[src/rtl/detect_stream_ctrl.sv]
// Serializes a word MSB-first into an external 1001 Mealy detector and counts its hits.
// Optional build macro DETECT_CHAIN_EN skips the detector-clear cycle so detector state carries across words.
module detect_stream_ctrl #(
    parameter int WIDTH = 8,
    parameter int CNT_W = 4
) (
    input  logic             clock,
    input  logic             reset,
    input  logic             in_valid,
    input  logic [WIDTH-1:0] in_data,
    output logic             in_ready,
    input  logic             abort,
    output logic             det_rst,
    output logic             det_x,
    input  logic             det_z,
    output logic             done,
    output logic [CNT_W-1:0] match_cnt
);

    // state | meaning
    // IDLE  | waiting for a word, in_ready high
    // CLEAR | one cycle of det_rst before streaming
    // SHIFT | one bit per cycle to the detector, hits counted
    // DONE  | one-cycle done pulse, count held
    typedef enum logic [1:0] {
        IDLE  = 2'd0,
        CLEAR = 2'd1,
        SHIFT = 2'd2,
        DONE  = 2'd3
    } state_t;

    localparam int BIT_W = $clog2(WIDTH);
    localparam logic [BIT_W-1:0] LAST_BIT = BIT_W'(WIDTH - 1);

    state_t             state;
    logic [WIDTH-1:0]   sreg;
    logic [BIT_W-1:0]   bit_cnt;
    logic [CNT_W-1:0]   cnt;

    always_ff @(posedge clock or posedge reset) begin
        if (reset) begin
            state   <= IDLE;
            sreg    <= '0;
            bit_cnt <= '0;
            cnt     <= '0;
        end else if (abort && state != IDLE) begin
            state   <= IDLE;
            sreg    <= '0;
            bit_cnt <= '0;
            cnt     <= '0;
        end else begin
            case (state)
                IDLE: begin
                    // abort in IDLE blocks the handshake
                    if (in_valid && !abort) begin
                        sreg    <= in_data;
                        bit_cnt <= '0;
                        cnt     <= '0;
`ifdef DETECT_CHAIN_EN
                        state   <= SHIFT;
`else
                        state   <= CLEAR;
`endif
                    end
                end
                CLEAR: begin
                    state <= SHIFT;
                end
                SHIFT: begin
                    sreg <= {sreg[WIDTH-2:0], 1'b0};
                    if (det_z && cnt != {CNT_W{1'b1}}) begin
                        cnt <= cnt + CNT_W'(1);
                    end
                    if (bit_cnt == LAST_BIT) begin
                        state <= DONE;
                    end else begin
                        bit_cnt <= bit_cnt + BIT_W'(1);
                    end
                end
                DONE: begin
                    state <= IDLE;
                end
                default: begin
                    state <= IDLE;
                end
            endcase
        end
    end

    assign in_ready  = (state == IDLE);
    assign det_rst   = reset | (state == CLEAR);
    assign det_x     = (state == SHIFT) & sreg[WIDTH-1];
    assign done      = (state == DONE);
    assign match_cnt = cnt;

endmodule

[config.mk]
export PLATFORM = sky130hd
export DESIGN_NAME = detect_stream_ctrl
export DESIGN_NICKNAME = d
export VERILOG_FILES = /design/src/rtl/detect_stream_ctrl.sv
export SDC_FILE = /design/constraint.sdc
export NUM_CORES = 1
export LEC_CHECK = 0
export CORE_MARGIN = 5
export CORE_UTILIZATION = 45
export DETAILED_ROUTE_END_ITERATION = 10
export GPL_ROUTABILITY_DRIVEN = 1
export GPL_TIMING_DRIVEN = 0
export PLACE_DENSITY = 0.72
export RECOVER_POWER = 50
export SLEW_MARGIN = 20
export SYNTH_ARGS = -nofsm -noshare
export SYNTH_HDL_FRONTEND = slang
export SYNTH_SLANG_ARGS = --single-unit
[constraint.sdc]
create_clock -name clock -period 3.3 [get_ports clock]
set_input_delay 0.495 -clock clock [delete_from_list [all_inputs] [get_ports clock]]
set_output_delay 0.495 -clock clock [all_outputs]
set_load 0.01 [all_outputs]
Yosys cells after proc, flatten, opt, wreduce, memory -nomap -nowiden
Index checks and enable logic that the tools add are counted.

word-level totals
  register bits after elaboration = 17
  input bits = 13
  output and inout port bits = 8

operators by class
  add/sub/neg operators = 2
  equal/unequal tests = 9
  mux-type cells = 15
  bitwise operators = 2
  reduce and logical (&&, ||, !) cells = 11

operators with widths
  operator               count
  $mux W8                2
  $pmux W8 S2            1
  $mux W4                3
  $mux W3                3
  $ne A3 B3 Y1 const B   3
  $pmux W2 S4            1
  $pmux W4 S2            1
  $mux W2                3
  $pmux W3 S2            1
  $reduce_and A3 Y1      2
  $add A4 B1 Y4 const B  1
  $eq A2 B2 Y1 const B   2
  $ne A4 B4 Y1 const B   1
  $reduce_and A2 Y1      2
  $add A3 B1 Y3 const B  1
  $eq A3 B3 Y1 const B   1
  $logic_and A1 B1 Y1    3
  $ne A3 B1 Y1 const B   1
  $reduce_bool A3 Y1     1
  $eq A2 B1 Y1 const B   1
  $logic_not A2 Y1       1
  $reduce_bool A2 Y1     1
  $and A1 B1 Y1          1
  $logic_not A1 Y1       1
  $or A1 B1 Y1           1

Logic depth before layout (Yosys ltp)
  depth in word-level cells = 5
  depth in mapped cells = 9
  gate-level depth less buffers = 6

Least setup slack after synthesis
OpenSTA, ideal clock, no wires.

  path type = flip-flop to flip-flop
  start point = reg state[0]
  end point = reg bit_cnt[0]
  library setup time = 0.125 ns
  arrival = 1.490 ns
  required time = 3.175 ns
  path slack = 1.685 ns
  stages on the path, launching flop included = 8
  period minus slack after synthesis = 1.615 ns
  cell sequence = dfrtp_1 -> inv_1 -> ha_1 -> nor2b_1 -> buf_6 -> nor2_2 -> a21o_1 -> mux2_2

RTL lines
  item                                                                  line  text
  start, declared                                                       35    state_t state;
  start signal, assigned                                                42    state <= IDLE;
  start signal, assigned                                                47    state <= IDLE;
  start signal, assigned                                                62    state <= CLEAR;
  $logic_not A2 Y1 *                                                    --
  via in_ready                                                          11    output logic in_ready,
  $ne A3 B1 Y1 (no source line), or another cell as far along           --
  $reduce_and A3 Y1 (no source line) / $mux W3 (equally long branches)  --
  end signal, assigned                                                  77    bit_cnt <= bit_cnt + BIT_W'(1);
  end, declared                                                         37    logic [BIT_W-1:0] bit_cnt;

Mark *: on every way through the listed nets, which the timed path passes. The rest lies on a longest branch.
A chain may end at the register's enable or synchronous reset.

Worst setup path in the final report
  start point = reg state[0]
  end point = out det_x

between the ends
  cells in the longest elaborated chain, start to end = 2

RTL lines
  item           line  text
  $eq A2 B2 Y1   92    assign det_x = (state == SHIFT) & sreg[WIDTH-1];
  $and A1 B1 Y1  92
  end, declared  14    output logic det_x,

Every way passes these cells.

==> results by group <==
Outcome
  – Status: completed

Final layout
  – Layout cells sized above 1: roughly an eighth
  – Post-Layout Cell Count: 143
  – Nets: 137
  – Design area: approximately 1300 um^2
  – Final core occ: 57.8%
  – Layout area overhead: 25.4%
  – # diodes: 0

Detailed routing
  – Via Count: 770
  – Via density: between 5 and 6
  – Iter 0 DRT Violations: 8
  – Per-cell routed wire length: around 14 um
  – # DRC: 0
  – TritonRoute pass-1 iters: 4
  – Routed wire length: about 2000 um
  – Post-route ant nets: 0

Die
  – Core area: between 2000 and 2500 um^2
  – Die height: 57.1 um
  – Initial Utilization: 46.1%
  – I/O pin count: 21
  – DIE AREA: 3260 um^2
  – Row Count: 17
  – Die width: approximately 57 um

STA
  – RSZ-0062 raised after global routing: false
  – Fmax: between 400 and 500 MHz
  – Fin Clk Skew: 0.00307 ns
  – Fin crit period: between 2 and 2.5 ns
  – Setup WS post-layout: ~1 ns
  – Final period utilization: 69.8%
  – Fin Hold WS: 0.483 ns
  – Slew HR: a little under three fifths
  – Final setup vio count: 0
  – Fin. max-slew vios: 0
  – Setup TNS: 0 ns
  – Final hold vios: 0
  – Worst-margin pin slew: between 0.6 and 0.7 ns

Place
  – Buffers on Ports: 20
  – Cell total after placement: roughly 140
  – Post-place instance area: about 1200 um^2
  – Setup WS pre-CTS: around 1.1 ns
  – DP Wirelength: roughly 1500 um
  – RD Place Congestion: ~0.74

CTS
  – Clk_lat worst skew: ~0.28 ns
  – CTS root buffer: clkbuf_4
  – H-tree depth: 1
  – CTS tree: yes
  – Cts hold-fix bufs: 0
  – # Post-CTS Setup Buffers: 0
  – Post-CTS sizing: 0
  – Clk slew on worst S/H paths: ~0.1 ns
  – CTS buffer count: 3
  – # clock sinks: 17
  – Clock buffer depth: 2

Critical path
  – CP endpoint: det_x
  – Setup crit start: state[0]
  – Worst R2R Setup Slack: approximately 1.3 ns
  – WS Path Type: reg2out
  – Kind of end point of the critical path: output port
  – Critical R2R Launch: state[0]
  – CP max FO: 10
  – Critical Path RT: between 2 and 3 ns
  – Reg2reg path depth: 7
  – CP Data Arrival Time: approximately 1.8 ns
  – CP Launch Type: flop
  – Crit Reg-Reg Endpoint: bit_cnt[0]

Synth
  – Asr flop ratio synth: 100%
  – Most numerous cell in the Yosys netlist: dfrtp_1
  – Synth unique cells: 28
  – Post-synth EDFFs: 0
  – Synth Cell Area: between 900 and 1000 um^2
  – Syn Inst Count: 91
  – Top cells by area, synth: dfrtp_1 (43%), ha_1 (10%), mux2i_1 (7.0%), o31ai_1 (5.3%), buf_6 (4.5%)
  – Post-synth top flop: dfrtp_1
  – Dominant cell type by area after synthesis: dfrtp_1
  – Post-synth top cells: dfrtp_1 (17), nand2_1 (10), ha_1 (8)
  – Seq/Total Area, Yosys: ~43%
  – YS warnings: 0
  – Flops & latches, synth: 17
  – Syn_area_per_cell: between 10 and 15 um^2
  – Syn Nets: 112
  – Synth top area share: around 43%

Pwr
  – Total power: ~900 uW
  – VDD IR max: between 400 and 500 uV
  – PD cells: roughly 710 nW/um^2
  – Pleak: 0.580 nW

GRT
  – Pin count of the biggest net entering global routing: 18
  – First-pass GRT wire length: 3510 um
  – Initial antenna violation count: 0
  – Vias in the first global route: around 810
  – Grt total ovfl: 0
  – Total GRT Usage: a little over an eighth

Job
  – Max-cap check violation count: 0

Hold path
  – Min-delay worst type: reg2reg
  – Hold Startpoint: sreg[7]
## layer usage
layer / up-vias / part of all wire [%] / global-route usage [%]
met4: 0 / 1.0 / 4.97
met1: 376 / 44 / 16.0
met5: - / 0 / 0
li1: 379 / - / -
met2: 13 / 51 / 24.3
met3: 2 / 4.1 / 2.94
## report_power, final
| group | internal, mW | switching (mW) | total, mW |
|---|---|---|---|
| clock | 0.0469 | 0.0632 | 0.110 |
| combinational | 0.227 | 0.237 | 0.464 |
| sequential | 0.274 | 0.0410 | 0.315 |
## cells in the final DEF, fill, tap and decap left out, types with 5 or more instances in the layout
master,netlist,final
inv_1,5,5
clkdlybuf4s50_1,0,18
mux2i_1,7,7
nand2_1,10,10
dfrtp_1,17,17
ha_1,8,8
o31ai_1,7,7
## sequential cells by signal (all words and copies together) (netlist names)
signal	flops
sreg	8
state	2
match_cnt	4
bit_cnt	3
## area by class of cell
type / count / area (um^2)
buffer: 4 / 37.5
clock buffer: 4 / 26.3
fill: 204 / 916
inverter: 5 / 18.8
multi-input combinational: 65 / 510
sequential: 17 / 425
tap: 28 / 35.0
timing repair buffer: 20 / 200
## worst max-delay path: stages (launching register included)
cell and delay, ns:
dfrtp_1 0.42, inv_1 0.11, ha_1 0.17, buf_6 0.16, and2_1 0.13, clkdlybuf4s50_1 0.53
## logic make-up after synthesis
group           synth area share, %
fa+ha+maj                      10.0
mux                            9.26
flops                          42.6
buf+inv                        6.38
simple gates                   13.1
compound gates                 18.6
## worst min-delay path by stage
| stage | cells past startpoint | to |
|---|---|---|
| global route | 2 | sreg[7] |
| finish | 2 | sreg[7] |
| CTS | 2 | sreg[7] |
| floorplan | 1 | bit_cnt[0] |
| detailed placement | 2 | sreg[7] |
| global placement | 2 | sreg[7] |
Note: power is estimated with default switching activity, not from simulation.
